--- config.mk ---
export PLATFORM = sky130hd
export DESIGN_NAME = load_balancer
export DESIGN_NICKNAME = d
export VERILOG_FILES = /design/src/rtl/lb_pkg.sv /design/src/rtl/lb_sync_fifo.sv /design/src/rtl/load_balancer.sv
export SDC_FILE = /design/constraint.sdc
export NUM_CORES = 1
export LEC_CHECK = 0
export ABC_AREA = 1
export CAP_MARGIN = 20
export CORE_MARGIN = 8
export CORE_UTILIZATION = 36
export CTS_BUF_LIST = sky130_fd_sc_hd__clkbuf_4 sky130_fd_sc_hd__clkbuf_8
export DETAILED_ROUTE_END_ITERATION = 7
export PLACE_DENSITY = 0.66
export SLEW_MARGIN = 20
export SYNTH_ARGS = -nofsm -noshare
export SYNTH_HDL_FRONTEND = slang
export SYNTH_HIERARCHICAL = 1
export SYNTH_SLANG_ARGS = --single-unit
--- constraint.sdc ---
create_clock -name aclk -period 5.9 [get_ports aclk]
set_clock_uncertainty 0.2 [all_clocks]
set_input_delay 0.885 -clock aclk [delete_from_list [all_inputs] [get_ports aclk]]
set_output_delay 0.885 -clock aclk [all_outputs]
set_load 0.1 [all_outputs]
--- src/rtl/lb_pkg.sv ---
// rtl/lb_pkg.sv - shared constants, field positions and types for the load balancer
package lb_pkg;

    localparam int NUM_REGIONS = 4;
    localparam int STAT_W      = 16;
    localparam int CTRL_W      = 32;

    localparam logic [STAT_W-1:0] PR_THRESHOLD   = 16'd16;
    localparam logic [STAT_W-1:0] STAT_SATURATED = 16'hFFFF;

    localparam int LB_STROBE_BIT  = 31;
    localparam int LB_REGION_LSB  = 24;
    localparam int PR_REQ_BIT     = 31;
    localparam int PR_REGION_LSB  = 24;
    localparam int PR_STALL_LSB   = 0;

    typedef logic [1:0] region_idx_t;

endpackage

--- src/rtl/lb_sync_fifo.sv ---
// rtl/lb_sync_fifo.sv - synchronous FIFO holding request metadata entries
module lb_sync_fifo #(
    parameter int WIDTH = 8,
    parameter int DEPTH = 4
) (
    input  logic             clk,
    input  logic             resetn,
    input  logic [WIDTH-1:0] data_in,
    input  logic             push,
    input  logic             pop,
    output logic [WIDTH-1:0] head,
    output logic             is_full,
    output logic             is_empty
);

    localparam int AW = $clog2(DEPTH);

    logic [WIDTH-1:0] data [DEPTH];
    logic [AW:0]      r_wr_ptr;
    logic [AW:0]      r_rd_ptr;

    // Pointers carry one extra wrap bit so full and empty are distinguishable.
    assign is_empty = (r_wr_ptr == r_rd_ptr);
    assign is_full  = (r_wr_ptr[AW] != r_rd_ptr[AW]) &&
                      (r_wr_ptr[AW-1:0] == r_rd_ptr[AW-1:0]);
    assign head     = data[r_rd_ptr[AW-1:0]];

    always_ff @(posedge clk) begin
        if (!resetn) begin
            r_wr_ptr <= '0;
            r_rd_ptr <= '0;
        end else begin
            if (push && !is_full) begin
                data[r_wr_ptr[AW-1:0]] <= data_in;
                r_wr_ptr               <= r_wr_ptr + 1'b1;
            end
            if (pop && !is_empty) begin
                r_rd_ptr <= r_rd_ptr + 1'b1;
            end
        end
    end

endmodule

--- src/rtl/load_balancer.sv ---
// rtl/load_balancer.sv - least-loaded region dispatcher; optional PR requests under LB_PR_EN
module load_balancer
    import lb_pkg::*;
#(
    parameter int HTTP_DATA_WIDTH = 8,
    parameter int QDEPTH          = 4
) (
    input  logic                       aclk,
    input  logic                       aresetn,
    input  logic                       meta_snk_tvalid,
    output logic                       meta_snk_tready,
    input  logic [HTTP_DATA_WIDTH-1:0] meta_snk_tdata,
    input  logic                       meta_snk_tlast,
    input  logic                       hdr_snk_tvalid,
    output logic                       hdr_snk_tready,
    input  logic [HTTP_DATA_WIDTH-1:0] hdr_snk_tdata,
    input  logic                       hdr_snk_tlast,
    input  logic                       bdy_snk_tvalid,
    output logic                       bdy_snk_tready,
    input  logic [HTTP_DATA_WIDTH-1:0] bdy_snk_tdata,
    input  logic                       bdy_snk_tlast,
    input  logic [63:0]                region_stats_in,
    output logic [CTRL_W-1:0]          lb_ctrl,
    output logic [CTRL_W-1:0]          pr_ctrl
);

    logic [HTTP_DATA_WIDTH-1:0] w_head;
    logic                       w_full;
    logic                       w_empty;
    logic                       w_push;
    logic                       w_dispatch;
    logic                       w_any_avail;
    logic [STAT_W-1:0]          w_load [NUM_REGIONS];
    logic [STAT_W-1:0]          w_min01;
    logic [STAT_W-1:0]          w_min23;
    logic [STAT_W-1:0]          w_min;
    region_idx_t                w_sel01;
    region_idx_t                w_sel23;
    region_idx_t                w_sel;
    logic [CTRL_W-1:0]          r_lb_ctrl;
    logic                       w_unused;

    assign w_unused = ^{meta_snk_tlast, hdr_snk_tvalid, hdr_snk_tdata, hdr_snk_tlast,
                        bdy_snk_tvalid, bdy_snk_tdata, bdy_snk_tlast};

    assign meta_snk_tready = aresetn && !w_full;
    assign hdr_snk_tready  = 1'b1;
    assign bdy_snk_tready  = 1'b1;
    assign w_push          = meta_snk_tvalid && meta_snk_tready;

    lb_sync_fifo #(
        .WIDTH (HTTP_DATA_WIDTH),
        .DEPTH (QDEPTH)
    ) meta_queue (
        .clk      (aclk),
        .resetn   (aresetn),
        .data_in  (meta_snk_tdata),
        .push     (w_push),
        .pop      (w_dispatch),
        .head     (w_head),
        .is_full  (w_full),
        .is_empty (w_empty)
    );

    always_comb begin
        for (int i = 0; i < NUM_REGIONS; i++) begin
            w_load[i] = region_stats_in[STAT_W*i +: STAT_W];
        end
    end

    // Two-level min tree; strict '<' keeps the lower index on ties at each level.
    assign w_sel01 = (w_load[1] < w_load[0]) ? 2'd1 : 2'd0;
    assign w_min01 = (w_load[1] < w_load[0]) ? w_load[1] : w_load[0];
    assign w_sel23 = (w_load[3] < w_load[2]) ? 2'd3 : 2'd2;
    assign w_min23 = (w_load[3] < w_load[2]) ? w_load[3] : w_load[2];
    assign w_sel   = (w_min23 < w_min01) ? w_sel23 : w_sel01;
    assign w_min   = (w_min23 < w_min01) ? w_min23 : w_min01;

    assign w_any_avail = (w_min != STAT_SATURATED);
    assign w_dispatch  = !w_empty && w_any_avail;

    always_ff @(posedge aclk) begin
        if (!aresetn) begin
            r_lb_ctrl <= '0;
        end else begin
            r_lb_ctrl[LB_STROBE_BIT] <= w_dispatch;
            if (w_dispatch) begin
                r_lb_ctrl[LB_REGION_LSB +: 2]     <= w_sel;
                r_lb_ctrl[HTTP_DATA_WIDTH-1:0]    <= w_head;
            end
        end
    end

    assign lb_ctrl = r_lb_ctrl;

`ifdef LB_PR_EN
    logic [STAT_W-1:0] r_stall_cnt;
    logic              r_pr_req;
    region_idx_t       r_pr_ptr;

    always_ff @(posedge aclk) begin
        if (!aresetn) begin
            r_stall_cnt <= '0;
            r_pr_req    <= 1'b0;
            r_pr_ptr    <= '0;
        end else begin
            if (w_full && !w_any_avail) begin
                if (r_stall_cnt != STAT_SATURATED) begin
                    r_stall_cnt <= r_stall_cnt + 1'b1;
                end
            end else begin
                r_stall_cnt <= '0;
            end
            // Dropping the request hands the next one to the following region.
            if (w_any_avail) begin
                if (r_pr_req) begin
                    r_pr_req <= 1'b0;
                    r_pr_ptr <= r_pr_ptr + 2'd1;
                end
            end else if (r_stall_cnt >= PR_THRESHOLD) begin
                r_pr_req <= 1'b1;
            end
        end
    end

    always_comb begin
        pr_ctrl                             = '0;
        pr_ctrl[PR_REQ_BIT]                 = r_pr_req;
        pr_ctrl[PR_REGION_LSB +: 2]         = r_pr_ptr;
        pr_ctrl[PR_STALL_LSB +: STAT_W]     = r_stall_cnt;
    end
`else
    assign pr_ctrl = '0;
`endif

endmodule

==> results.txt, run 1 <==
fraction of registers with async set/reset - 0%
Max stage delay on crit path - 490 ps
status - completed
RSZ-0062 raised after global routing - false
Synth top cells by count - nand2_1, inv_1, nor2_1, buf_4, ha_1
share of layout cells above drive strength 1 - 6.54%
Filler cells - 1,191
Seq/Total Area, Yosys - 30.8%
type of the most critical hold path - reg2reg
final instance area - 5200 um2
CP Launch Type - input port
Hold Path Depth - 2
switching pwr - 0.907 mW
most frequent cell after synthesis - nand2_1
Comb power frac - 58.7%
Num CTS Buffers - 5
# clock sinks - 51
drt pass-1 iters - 4
endpoints failing setup - 0
clock root cell - clkbuf_8
crit-path cells - clkdlybuf4s50_1, inv_1, ha_1, nand2_1, o21bai_1, a21oi_1, nor2_2, nand2_4, o21ai_0, inv_1, ha_1, a21oi_1, nor2_1, a211oi_1, o221a_2, nand2_1, nand2_1, nand3_2, inv_1, nand2_1, inv_1, nand3_1, nand2_1, nor2_1
fin nets - 802
Rows - 40
fmax - 0.206 GHz
Power Density - 335 nW/um2
clk buf depth - 2
Setup CP Type - in2reg
final hold vios - 0
Post-DP Area - 5090 um2
Arr. time, crit path - 4840 ps
sequential fraction of design power - 27.9%
largest net degree at the start of global routing - 33
Slowest-stage cell, CP - clkdlybuf4s50_1
IO Pins - 163
Worst Path Required - 5890 ps
initial antenna violation count - 0
final setup margin - 1050 ps
area leader, netlist - edfxtp_1
CTS resizes - 0
Gate Count Post-Synth - 574
starting density of the core - 36.5%
Mapped Area - 4350 um2
post-synthesis register bit count - 51
reg2reg start - meta_queue/r_wr_ptr[0]$_SDFFE_PN0P_
CTS H-Tree Depth - 2
pre-CTS setup slack - 764 ps
Antenna Nets Post-Route - 0
setup tns final - 0 ps
Synth Warn # - 6
type of destination of the critical path - flip-flop
peak supply drop - 0.224 mV
Synth Flop Type - edfxtp_1
global route overflow - 0
clock slew at reported path FFs - 90 ps
crit-path max FO - 32
switching fraction of total power - 52.2%
Yosys cell types - 32
vias per cell - 4.46
drt total wl - 10,100 um
TritonCTS clock tree - built
Avg WL per Cell - 12.5 um
Die Area - 15,900 um2
CP most frequent cell - nand2_1
Avg Inst Size Synth - 7.58 um2
Core Footprint - 11,900 um2
share of the synthesized area in the top cell type - 22.1%
top post-synthesis cells by area - edfxtp_1, ha_1, buf_4, dfxtp_1, nand2_1
met1 usage - 15.3%
number of global-route vias before repair - 3,534
Post-route DRC - 0
hold_sp - lb_ctrl[25]$_SDFFE_PN0P_
Critical Path Start - region_stats_in[11]
number of synthesized flops with an enable pin - 32
Starting DRT DRC Count - 149
post-DP HPWL - 8320 um
Power Total - 1.74 mW
M2 GR Usage - 21.2%
gpl congestion - 0.812
Clk Latency, worst-skew pair - 290 ps
clock share of power - 13.4%
Die X - 126 um
antenna diode count - 0
Syn-to-layout area delta - 19.5%
IO buf count - 86
Die Ht - 126 um
met3 Track Usage GR - 2.74%
busiest grt layer - met2
Tightest Pin Transition - 1010 ps
fin crit share - 82.2%
Worst R2R Path Depth - 8
Total Routing Usage GR - 12.2%
LEAKAGE - 2.50 nW
first-pass GRT wire length - 16,300 um
post-CTS setup buffers - 0
Slew HR - 32.6%
Pint - 0.832 mW
MaxCap Viol Count - 0
hold buffer count at cts - 0
Slew Limit Fails - 0
Period minus WS final - 4850 ps
vias post-DR - 3,584
layout make-up:
class,instances,area [um2],share of cell area [%]
Multi-Input combinational cell,411,2320,44.6
Sequential cell,51,1340,25.8
Timing Repair Buffer,88,876,16.9
Inverter,99,372,7.15
Tap cell,147,184,3.54
Clock buffer,5,68.8,1.32
Clock inverter,3,38.8,0.746
critical path: cells and delay by family:
family          cells  cell delay, ps
compound gates      6            1170
fa+ha+maj           2             610
buf+inv             5             940
simple gates       11            1210
flip-flops by register name, summed over array words and instances, names as in the netlist, named ones only:
| signal | count |
|---|---|
| meta_queue/data | 32 |
| lb_ctrl | 11 |
| meta_queue/r_rd_ptr | 3 |
| meta_queue/r_wr_ptr | 3 |
power by group through the flow:
stage / logic [mW] / registers (mW) / clock network, mW
3_3_place_gp: 1.01 / 0.491 / 0
6_report: 1.02 / 0.485 / 0.233
2_1_floorplan: 0.629 / 0.715 / 0
5_1_grt: 1.12 / 0.496 / 0.257
4_1_cts: 1.03 / 0.487 / 0.241
3_5_place_dp: 1.02 / 0.495 / 0
cells in the final DEF (no fill, tap or decap), drive strengths merged, types with 8 or more instances in the layout:
cell type,instances
nand2,118
inv,99
clkdlybuf4s50,86
nor2,70
conb,55
ha,50
o21ai,41
edfxtp,32
a21oi,30
dfxtp,19
nand3,16
o22ai,8
path summary, 6_finish.rpt:
kind                                                             to  slack (ps)
worst max-delay path            meta_queue/r_rd_ptr[2]$_SDFFE_PN0P_        1050
worst min-delay path                       lb_ctrl[25]$_SDFFE_PN0P_         280
worst max register to register      meta_queue/data[2][4]$_DFFE_PP_        2950
worst min register to register             lb_ctrl[25]$_SDFFE_PN0P_         280
logic make-up after synthesis:
kind of cell / Yosys count / synth area share, %
and+or+nand+nor: 219 / 23.2
other: 2 / 0.173
adders and majority gates: 50 / 14.4
DFF: 51 / 30.8
buffers and inverters: 165 / 20.5
AOI/OAI and AO/OA: 87 / 10.9
metrics by stage:
| stage | util, % | hold WS (ps) | std cells |
|---|---|---|---|
| floorplan | - | 315 | 627 |
| global placement | 42.7 | 270 | 796 |
| detailed placement | 42.7 | 279 | 796 |
| CTS | 43.6 | 291 | 804 |
| global route | 43.6 | 309 | 804 |
| finish | 43.6 | 276 | 804 |
routing by layer:
| metal | share of wire (%) | wire (um) |
|---|---|---|
| met2 | 47 | 4700 |
| met1 | 45 | 4570 |
| met3 | 7.4 | 746 |
| met5 | 0 | 0 |
| met4 | 0.59 | 59 |
No activity file was read; power rests on OpenSTA's default activity.
==> inputs of run 2 (changes only) <==
clock period = 4.5 ns   (was 5.9 ns; I/O delays follow)
==> results.txt, run 2 (synthesis gave the netlist of run 1 again) <==
status - completed
CTS H-Tree Depth - 2 (unchanged)
crit-path max FO - 7 (-78%)
post-CTS setup buffers - 0 (unchanged)
Non-Filler Instances - 809 (+0.62%)
Rows - 40 (unchanged)
Worst Path Required - 4500 ps (-1390 ps)
Core Footprint - 11,900 um2 (unchanged)
MaxCap Viol Count - 0 (unchanged)
share of layout cells above drive strength 1 - 7.55% (+1.0 points)
endpoints failing setup - 0 (unchanged)
dpl cells - 801 (+0.63%)
drt total wl - 10,200 um (+1.1%)
Filler cells - 1,157 (-2.9%)
Slowest-stage cell, CP - clkdlybuf4s50_1
Post-route DRC - 0 (unchanged)
final hold vios - 0 (unchanged)
hold buffer count at cts - 0 (unchanged)
fmax - 0.241 GHz
Tightest Pin Transition - 1010 ps (+4.41 ps)
global route overflow - 0 (unchanged)
gpl congestion - 0.813 (about the same)
first-pass GRT wire length - 16,200 um (-0.93%)
Starting DRT DRC Count - 216 (+45%)
TritonCTS clock tree - built
clock slew at reported path FFs - 90 ps (about the same)
Syn-to-layout area delta - 19.9%
Slew HR - 32.4% (-0.29 points)
CP Launch Type - input port
Critical Path Start - region_stats_in[5]
antenna diode count - 0 (unchanged)
max reg flops - 32 (unchanged)
# clock sinks - 51 (unchanged)
Slew Limit Fails - 0 (unchanged)
Die Area - 15,900 um2 (unchanged)
drt pass-1 iters - 4 (unchanged)
vias per cell - 4.43 (-0.65%)
IO Pins - 163 (unchanged)
Die Ht - 126 um (unchanged)
Arr. time, crit path - 4150 ps (-690 ps)
setup tns final - 0 ps (unchanged)
Total Routing Usage GR - 12.1% (-0.11 points)
Die X - 126 um (unchanged)
peak supply drop - 0.251 mV (+12%)
type of destination of the critical path - flip-flop
final setup margin - 350 ps (-701 ps)
initial antenna violation count - 0 (unchanged)
LEAKAGE - 2.52 nW (+0.81%)
CP most frequent cell - nand2_1
fin crit share - 92.2%
reg2reg start - meta_queue/r_wr_ptr[0]$_SDFFE_PN0P_
post-DP HPWL - 8410 um (+1.0%)
type of the most critical hold path - reg2reg
hold_sp - lb_ctrl[25]$_SDFFE_PN0P_
Period minus WS final - 4150 ps
starting density of the core - 36.5% (unchanged)
Min Hold Slack - 280 ps (+3.76 ps)
RSZ-0062 raised after global routing - false
largest net degree at the start of global routing - 27 (-18%)
Num CTS Buffers - 5 (unchanged)
pre-CTS setup slack - 44.6 ps (-719 ps)
most common library cell in the layout ignoring fill and taps - nand2_1
Max stage delay on crit path - 460 ps (-30 ps)
Setup CP Type - in2reg
Avg WL per Cell - 12.6 um (+0.44%)
CTS resizes - 0 (unchanged)
fin nets - 807 (+0.62%)
Antenna Nets Post-Route - 0 (unchanged)
Power Density - 432 nW/um2 (+29%)
number of global-route vias before repair - 3,475 (-1.7%)
Clk Latency, worst-skew pair - 300 ps (about the same)
IO buf count - 86 (unchanged)
Power Total - 2.26 mW (+30%)
vias post-DR - 3,583 (-0.028%)
clock root cell - clkbuf_8
clk buf depth - 2 (unchanged)
most frequent cells in the layout - nand2_1, inv_1, clkdlybuf4s50_1
run 2: cell count changes in the layout (fill, tap and decap cells not counted):
cell / previous run / this run
o21ai_1: 3 / 4
clkbuf_4: 0 / 2
o21ai_0: 38 / 37
clkinv_1: 1 / 0
buf_4: 2 / 7
buf_6: 0 / 1
bufinv_16: 1 / 0
clkdlybuf4s50_1: 86 / 85
run 2: worst paths after layout:
| path | end | slack (ps) | cells past startpoint |
|---|---|---|---|
| worst max-delay path | meta_queue/r_rd_ptr[2]$_SDFFE_PN0P_ | 350 | 25 |
| worst min register to register | lb_ctrl[25]$_SDFFE_PN0P_ | 280 | 2 |
| worst min-delay path | lb_ctrl[25]$_SDFFE_PN0P_ | 280 | 2 |
| worst max register to register | meta_queue/data[3][6]$_DFFE_PP_ | 1850 | 9 |
run 2: cell type report:
class                   instances  area (um2)  area share (%)
flip-flops and latches         51        1340            25.7
clock buffers                   7        83.8            1.61
multi-input cells             411        2320            44.4
inverters                      99         372            7.12
clock inverters                 1        5.00          0.0959
repair buffers                 93         915            17.5
well taps                     147         184            3.53
run 2: worst max-delay path: cells and delay by family:
| family | cells | cell delay [ps] |
|---|---|---|
| and+or+nand+nor | 14 | 1090 |
| AOI/OAI and AO/OA | 4 | 980 |
| buffers and inverters | 5 | 810 |
| adders and majority gates | 2 | 600 |
run 2: layer usage:
layer | vias to the layer above | global-route usage [%] | part of all wire, %
met5 | - | 0 | 0
met4 | 0 | 2.26 | 0.93
li1 | 1898 | - | -
met3 | 11 | 3.38 | 7.4
met2 | 106 | 21.5 | 46
met1 | 1568 | 14.4 | 45
run 2: power breakdown:
group | switching (mW) | total [mW] | internal, mW
Clock | 0.140 | 0.261 | 0.121
Sequential | 0.0681 | 0.634 | 0.566
Combinational | 0.983 | 1.36 | 0.377
Total | 1.19 | 2.26 | 1.06
run 2: stage by stage:
stage               instance area, um2  utilization [%]
floorplan                         4550                -
global placement                  5120             43.0
detailed placement                5120             43.0
CTS                               5210             43.8
global route                      5220             43.8
finish                            5220             43.8
